--- src/rtl/hazard_ctrl_unit_pkg.sv ---
// Shared definitions for the hazard control unit.
//   CNT_W       : width of the saturating performance counters
//   hz_state_e  : FSM state encoding (RUN = 0, STALL = 1)
//   reg_idx_t   : architectural register index
//   rd_match()  : destination/source match, x0 never matches
package hazard_ctrl_unit_pkg;

    localparam int unsigned CNT_W = 16;

    typedef enum logic {
        StRun   = 1'b0,
        StStall = 1'b1
    } hz_state_e;

    typedef logic [4:0] reg_idx_t;

    function automatic logic rd_match(reg_idx_t rd, reg_idx_t rs1, reg_idx_t rs2,
                                      logic uses_rs2);
        return (rd != 5'd0) && ((rd == rs1) || (uses_rs2 && (rd == rs2)));
    endfunction

endpackage

--- src/rtl/hazard_ctrl_unit_sat_counter.sv ---
// Saturating up-counter.
//   clk   : rising-edge clock
//   rst   : asynchronous active-high reset, clears the count
//   inc   : increment on this edge (held at all-ones once reached)
//   clear : synchronous clear, has priority over inc
//   count : current count value
module sat_counter #(
    parameter int unsigned Width = 16
) (
    input  logic             clk,
    input  logic             rst,
    input  logic             inc,
    input  logic             clear,
    output logic [Width-1:0] count
);

    logic [Width-1:0] count_q, count_d;

    always_comb begin
        count_d = count_q;
        if (clear) begin
            count_d = '0;
        end else if (inc && (count_q != '1)) begin
            count_d = count_q + Width'(1);
        end
    end

    always_ff @(posedge clk or posedge rst) begin
        if (rst) begin
            count_q <= '0;
        end else begin
            count_q <= count_d;
        end
    end

    assign count = count_q;

endmodule

--- src/rtl/hazard_ctrl_unit.sv ---
// Pipeline hazard control: detects load-use and branch-in-ID data hazards, stalls
// the front end for the required number of cycles and flushes IF/ID on a taken
// branch.
//   clk, rst                 : clock, asynchronous active-high reset
//   id_rs1, id_rs2           : ID source registers; id_uses_rs2 qualifies rs2
//   id_branch                : ID holds a branch resolved in ID
//   ex_rd, mem_rd            : EX / MEM destination registers
//   ex_MemRead, ex_Reg_Write : EX control bits; mem_MemRead : MEM control bit
//   beq_pc_Sel               : branch taken in ID
//   ctrl_sgnl_sel            : 1 passes decoded controls, 0 inserts a bubble
//   pc_write, If_Id_write    : front-end write enables
//   If_id_flush              : IF/ID flush on taken branch
//   stall_cycles, flush_count: saturating performance counters
module hazard_ctrl_unit
    import hazard_ctrl_unit_pkg::*;
(
    input  logic             clk,
    input  logic             rst,
    input  logic [4:0]       id_rs1,
    input  logic [4:0]       id_rs2,
    input  logic             id_uses_rs2,
    input  logic             id_branch,
    input  logic [4:0]       ex_rd,
    input  logic [4:0]       mem_rd,
    input  logic             ex_MemRead,
    input  logic             ex_Reg_Write,
    input  logic             mem_MemRead,
    input  logic             beq_pc_Sel,
    output logic             ctrl_sgnl_sel,
    output logic             pc_write,
    output logic             If_Id_write,
    output logic             If_id_flush,
    output logic [CNT_W-1:0] stall_cycles,
    output logic [CNT_W-1:0] flush_count
);

    hz_state_e  state_q, state_d;
    logic [1:0] stall_left_q, stall_left_d;
    logic       ex_match, mem_match;
    logic [1:0] need_n;
    logic       stall_now;

    assign ex_match  = rd_match(ex_rd,  id_rs1, id_rs2, id_uses_rs2);
    assign mem_match = rd_match(mem_rd, id_rs1, id_rs2, id_uses_rs2);

    // Ordered so later (larger) needs override smaller ones: result is the maximum.
    always_comb begin
        need_n = 2'd0;
        if (ex_MemRead && ex_match) begin
            need_n = 2'd1;
        end
        if (id_branch && ex_Reg_Write && !ex_MemRead && ex_match) begin
            need_n = 2'd1;
        end
        if (id_branch && mem_MemRead && mem_match) begin
            need_n = 2'd1;
        end
        if (id_branch && ex_MemRead && ex_match) begin
            need_n = 2'd2;
        end
    end

    // State register
    always_ff @(posedge clk or posedge rst) begin
        if (rst) begin
            state_q      <= StRun;
            stall_left_q <= 2'd0;
        end else begin
            state_q      <= state_d;
            stall_left_q <= stall_left_d;
        end
    end

    // Next state
    always_comb begin
        state_d      = state_q;
        stall_left_d = stall_left_q;
        unique case (state_q)
            StRun: begin
                if (need_n != 2'd0) begin
                    stall_left_d = need_n - 2'd1;
                    if (need_n > 2'd1) begin
                        state_d = StStall;
                    end
                end
            end
            StStall: begin
                // Inputs are ignored here; hazards are re-evaluated once back in RUN.
                stall_left_d = stall_left_q - 2'd1;
                if (stall_left_q <= 2'd1) begin
                    stall_left_d = 2'd0;
                    state_d      = StRun;
                end
            end
            default: begin
                state_d      = StRun;
                stall_left_d = 2'd0;
            end
        endcase
    end

    // Outputs (Mealy in RUN); everything deasserted while in reset
    always_comb begin
        stall_now     = (state_q == StStall) || (need_n != 2'd0);
        ctrl_sgnl_sel = !rst && !stall_now;
        pc_write      = !rst && !stall_now;
        If_Id_write   = !rst && !stall_now;
        // Branch operands are stale during a stall, so the stall wins.
        If_id_flush   = !rst && beq_pc_Sel && !stall_now;
    end

    sat_counter #(
        .Width(CNT_W)
    ) u_stall_cnt (
        .clk  (clk),
        .rst  (rst),
        .inc  (!ctrl_sgnl_sel),
        .clear(1'b0),
        .count(stall_cycles)
    );

    sat_counter #(
        .Width(CNT_W)
    ) u_flush_cnt (
        .clk  (clk),
        .rst  (rst),
        .inc  (If_id_flush),
        .clear(1'b0),
        .count(flush_count)
    );

endmodule

--- config.mk ---
export PLATFORM = sky130hd
export DESIGN_NAME = hazard_ctrl_unit
export DESIGN_NICKNAME = d
export VERILOG_FILES = /design/src/rtl/hazard_ctrl_unit_pkg.sv /design/src/rtl/hazard_ctrl_unit_sat_counter.sv /design/src/rtl/hazard_ctrl_unit.sv
export SDC_FILE = /design/constraint.sdc
export NUM_CORES = 1
export LEC_CHECK = 0
export CORE_MARGIN = 2
export CORE_UTILIZATION = 52
export DETAILED_ROUTE_END_ITERATION = 8
export GPL_ROUTABILITY_DRIVEN = 0
export PLACE_DENSITY = 0.94
export SYNTH_ARGS = -nofsm -noshare
export SYNTH_HDL_FRONTEND = slang
export SYNTH_HIERARCHICAL = 1
export SYNTH_SLANG_ARGS = --single-unit
export TNS_END_PERCENT = 10
--- constraint.sdc ---
create_clock -name clk -period 6.5 [get_ports clk]
set_input_delay 0.975 -clock clk [delete_from_list [all_inputs] [get_ports clk]]
set_output_delay 0.975 -clock clk [all_outputs]
set_load 0.03 [all_outputs]
==> out/qor.csv <==
metric;value;unit
Yosys reg bits;35;
die area;5014;um2
FF-to-FF Start;state_q;
Gate Count Post-Synth;259;
site row count;24;
Hold Path Class;flop to flop;
pwr dens;153.6;nW/um2
# diodes;0;
RSZ-0062 raised after global routing;false;
Slew headroom;55.38;%
Setup Buffers After CTS;0;
hold path cells;2;
CP Buf/Inv Count;3;
worst reg2reg setup slack;4.01;ns
drt pass-1 iters;4;
clk slew on worst S/H paths;0.07;ns
cell breakdown of the critical path;clkdlybuf4s50_1, or3_1, o311a_1, a21o_1, nor4b_1, buf_4, clkdlybuf4s50_1;
TritonCTS buffer count;5;
endpoints failing setup;0;
largest net degree at the start of global routing;20;
R2R Path End;u_flush_cnt/count[13];
max frequency;0.2215;GHz
worst-skew pair later-pin latency;0.29;ns
post-synthesis average cell area;8.961;um2
Resized Gates After CTS;0;
CP Launch Type;primary input;
hold buffer count at CTS;0;
Crit-path slowest cell;clkdlybuf4s50_1;
IO Pins;64;
hpwl dp;4.300;mm
fin. max-slew vios;0;
share of cells above drive strength 1;6.854;%
clock sink count;35;
Max rail drop VDD;123.5;uV
Synthesis Warnings;6;
Die H;70.81;um
hold_sp;stall_left_q[1];
initial antenna violation count;0;
Util after Layout;70.54;%
ys flop type;dfrtp_1;
final wirelength;5.710;mm
CTS tree;yes;
global-route wire length before repair;9.315;mm
Lkg Pwr;1.101;nW
status;completed;
synth cell count leaders;dfrtp_1, a21oi_1, nand3_1;
GRT Total Usage;23.12;%
register area share after synthesis;37.74;%
antenna viol nets, final;0;
initial DRC count;213;
WHS Endpoint;stall_left_q[1];
Area contributors post-synth;dfrtp_1, a21oi_1, or4_1;
Most Frequent Cell on Critical Path;clkdlybuf4s50_1;
Synth async-reset ratio;100.0;%
Arr. time, crit path;3.54;ns
Yosys top cell area share;37.74;%
most common cell in the netlist;dfrtp_1;
worst-margin pin slew;0.6632;ns
CP Capture Type;primary output;
Req. time, crit path;5.52;ns
wire length per cell;15.31;um
H-tree levels;2;
final net count;351;
DIE WIDTH;70.81;um
Post-Syn Area;2321;um2
post-route minimum period;4.514;ns
critical-path maximum fanout;9;
Synth area leader;dfrtp_1;
Root Driver;clkbuf_8;
core area;4324;um2
critical path class;primary input to primary output;
Layout area overhead;31.43;%
R2R depth;7;
routed vias;2295;
GRT Residual Overflow;0;
Initial Util;53.67;%
PortBufs;63;
setup TNS;0;ns
max-cap violations;0;
Largest delay share family, worst path;buffers and inverters;
Fill cells;345;
deepest clock path buffer count;2;
Final Hold Viols;0;
vias in the first global route;2064;
CP max stage delay;0.69;ns
vias per cell;6.153;
EDFF count, synth;0;
clk_skew;0.008952;ns
drc violations;0;
Yosys cell types;40;
Final period util;69.44;%
[routing by layer]
layer,vias to the layer above,wire (um),global-route usage [%]
met4,0,114,8.805
li1,1116,-,-
met1,1064,2278,28.43
met5,-,0,0
met2,104,2849,38.42
met3,11,468,6.838
[worst max-delay path by stage]
stage | startpoint | end | slack, ns | cells after the start
after global routing | mem_rd[1] | If_id_flush | 1.87 | 7
after detailed placement | mem_rd[1] | If_id_flush | 2.01 | 7
after floorplan | mem_rd[0] | u_flush_cnt/count[13] | 1.99 | 9
after CTS | mem_rd[1] | If_id_flush | 2.01 | 7
after global placement | mem_rd[0] | If_id_flush | 2.02 | 7
final | mem_rd[1] | If_id_flush | 1.99 | 7
[state kept, by name, indices dropped and copies added, names as in the netlist]
signal,flops
u_flush_cnt/count,16
u_stall_cnt/count,16
stall_left_q,2
state_q,1
[power breakdown]
group / internal (mW) / switching [mW] / leakage (nW)
logic: 0.0382 / 0.0426 / 0.568
clock network: 0.0831 / 0.0781 / 0.0470
registers: 0.222 / 0.00417 / 0.486
[cells by family (layout without fill, tap and decap cells)]
family | Yosys count | in the layout | synth area share [%]
fa+ha+maj | 2 | 2 | 1.078
mux | 6 | 6 | 2.803
compound gates | 58 | 58 | 15.47
xor+xnor | 20 | 20 | 7.547
simple gates | 117 | 117 | 30.78
buf+inv | 20 | 81 | 4.421
flops | 35 | 35 | 37.74
other cells | 1 | 2 | 0.1616
[layout make-up]
class,instances,area [um2],area share (%)
multi-input cells,205,1346,44.13
flip-flops and latches,35,875.8,28.71
repair buffers,64,638.1,20.92
clock buffers,6,82.58,2.707
well taps,52,65.06,2.133
inverters,10,37.54,1.231
clock inverters,1,5.005,0.1641
[worst reg2reg max path, stage by stage (launching register included)]
cell     delay [ns]
dfrtp_1        0.44
a21o_1         0.22
nor4b_1        0.25
buf_4          0.21
nand3_1        0.23
or4_4          0.51
or4_1          0.41
a21oi_1        0.15
[through the flow]
step	hold WS (ns)	cell area [um2]	setup WS (ns)	power (mW)	instances
floorplan	0.4860	2325	1.992	0.2758	260
global placement	0.5193	2963	2.018	0.3079	366
detailed placement	0.5365	2963	2.011	0.3106	366
CTS	0.5480	3050	2.005	0.4708	373
global route	0.5579	3050	1.865	0.4872	373
finish	0.5425	3050	1.986	0.4686	373
[cells in the final DEF, fill, tap and decap left out, drive strengths merged, types with 10 or more instances in the layout]
master | Yosys | routed
xnor2 | 11 | 11
nor3 | 11 | 11
nand2 | 15 | 15
dfrtp | 35 | 35
o31ai | 10 | 10
or3 | 16 | 16
o21ai | 11 | 11
nand4 | 11 | 11
nand3 | 16 | 16
or4 | 18 | 18
clkdlybuf4s50 | 0 | 63
inv | 10 | 10
a21oi | 25 | 25
Power figures use the tool's default switching activity.
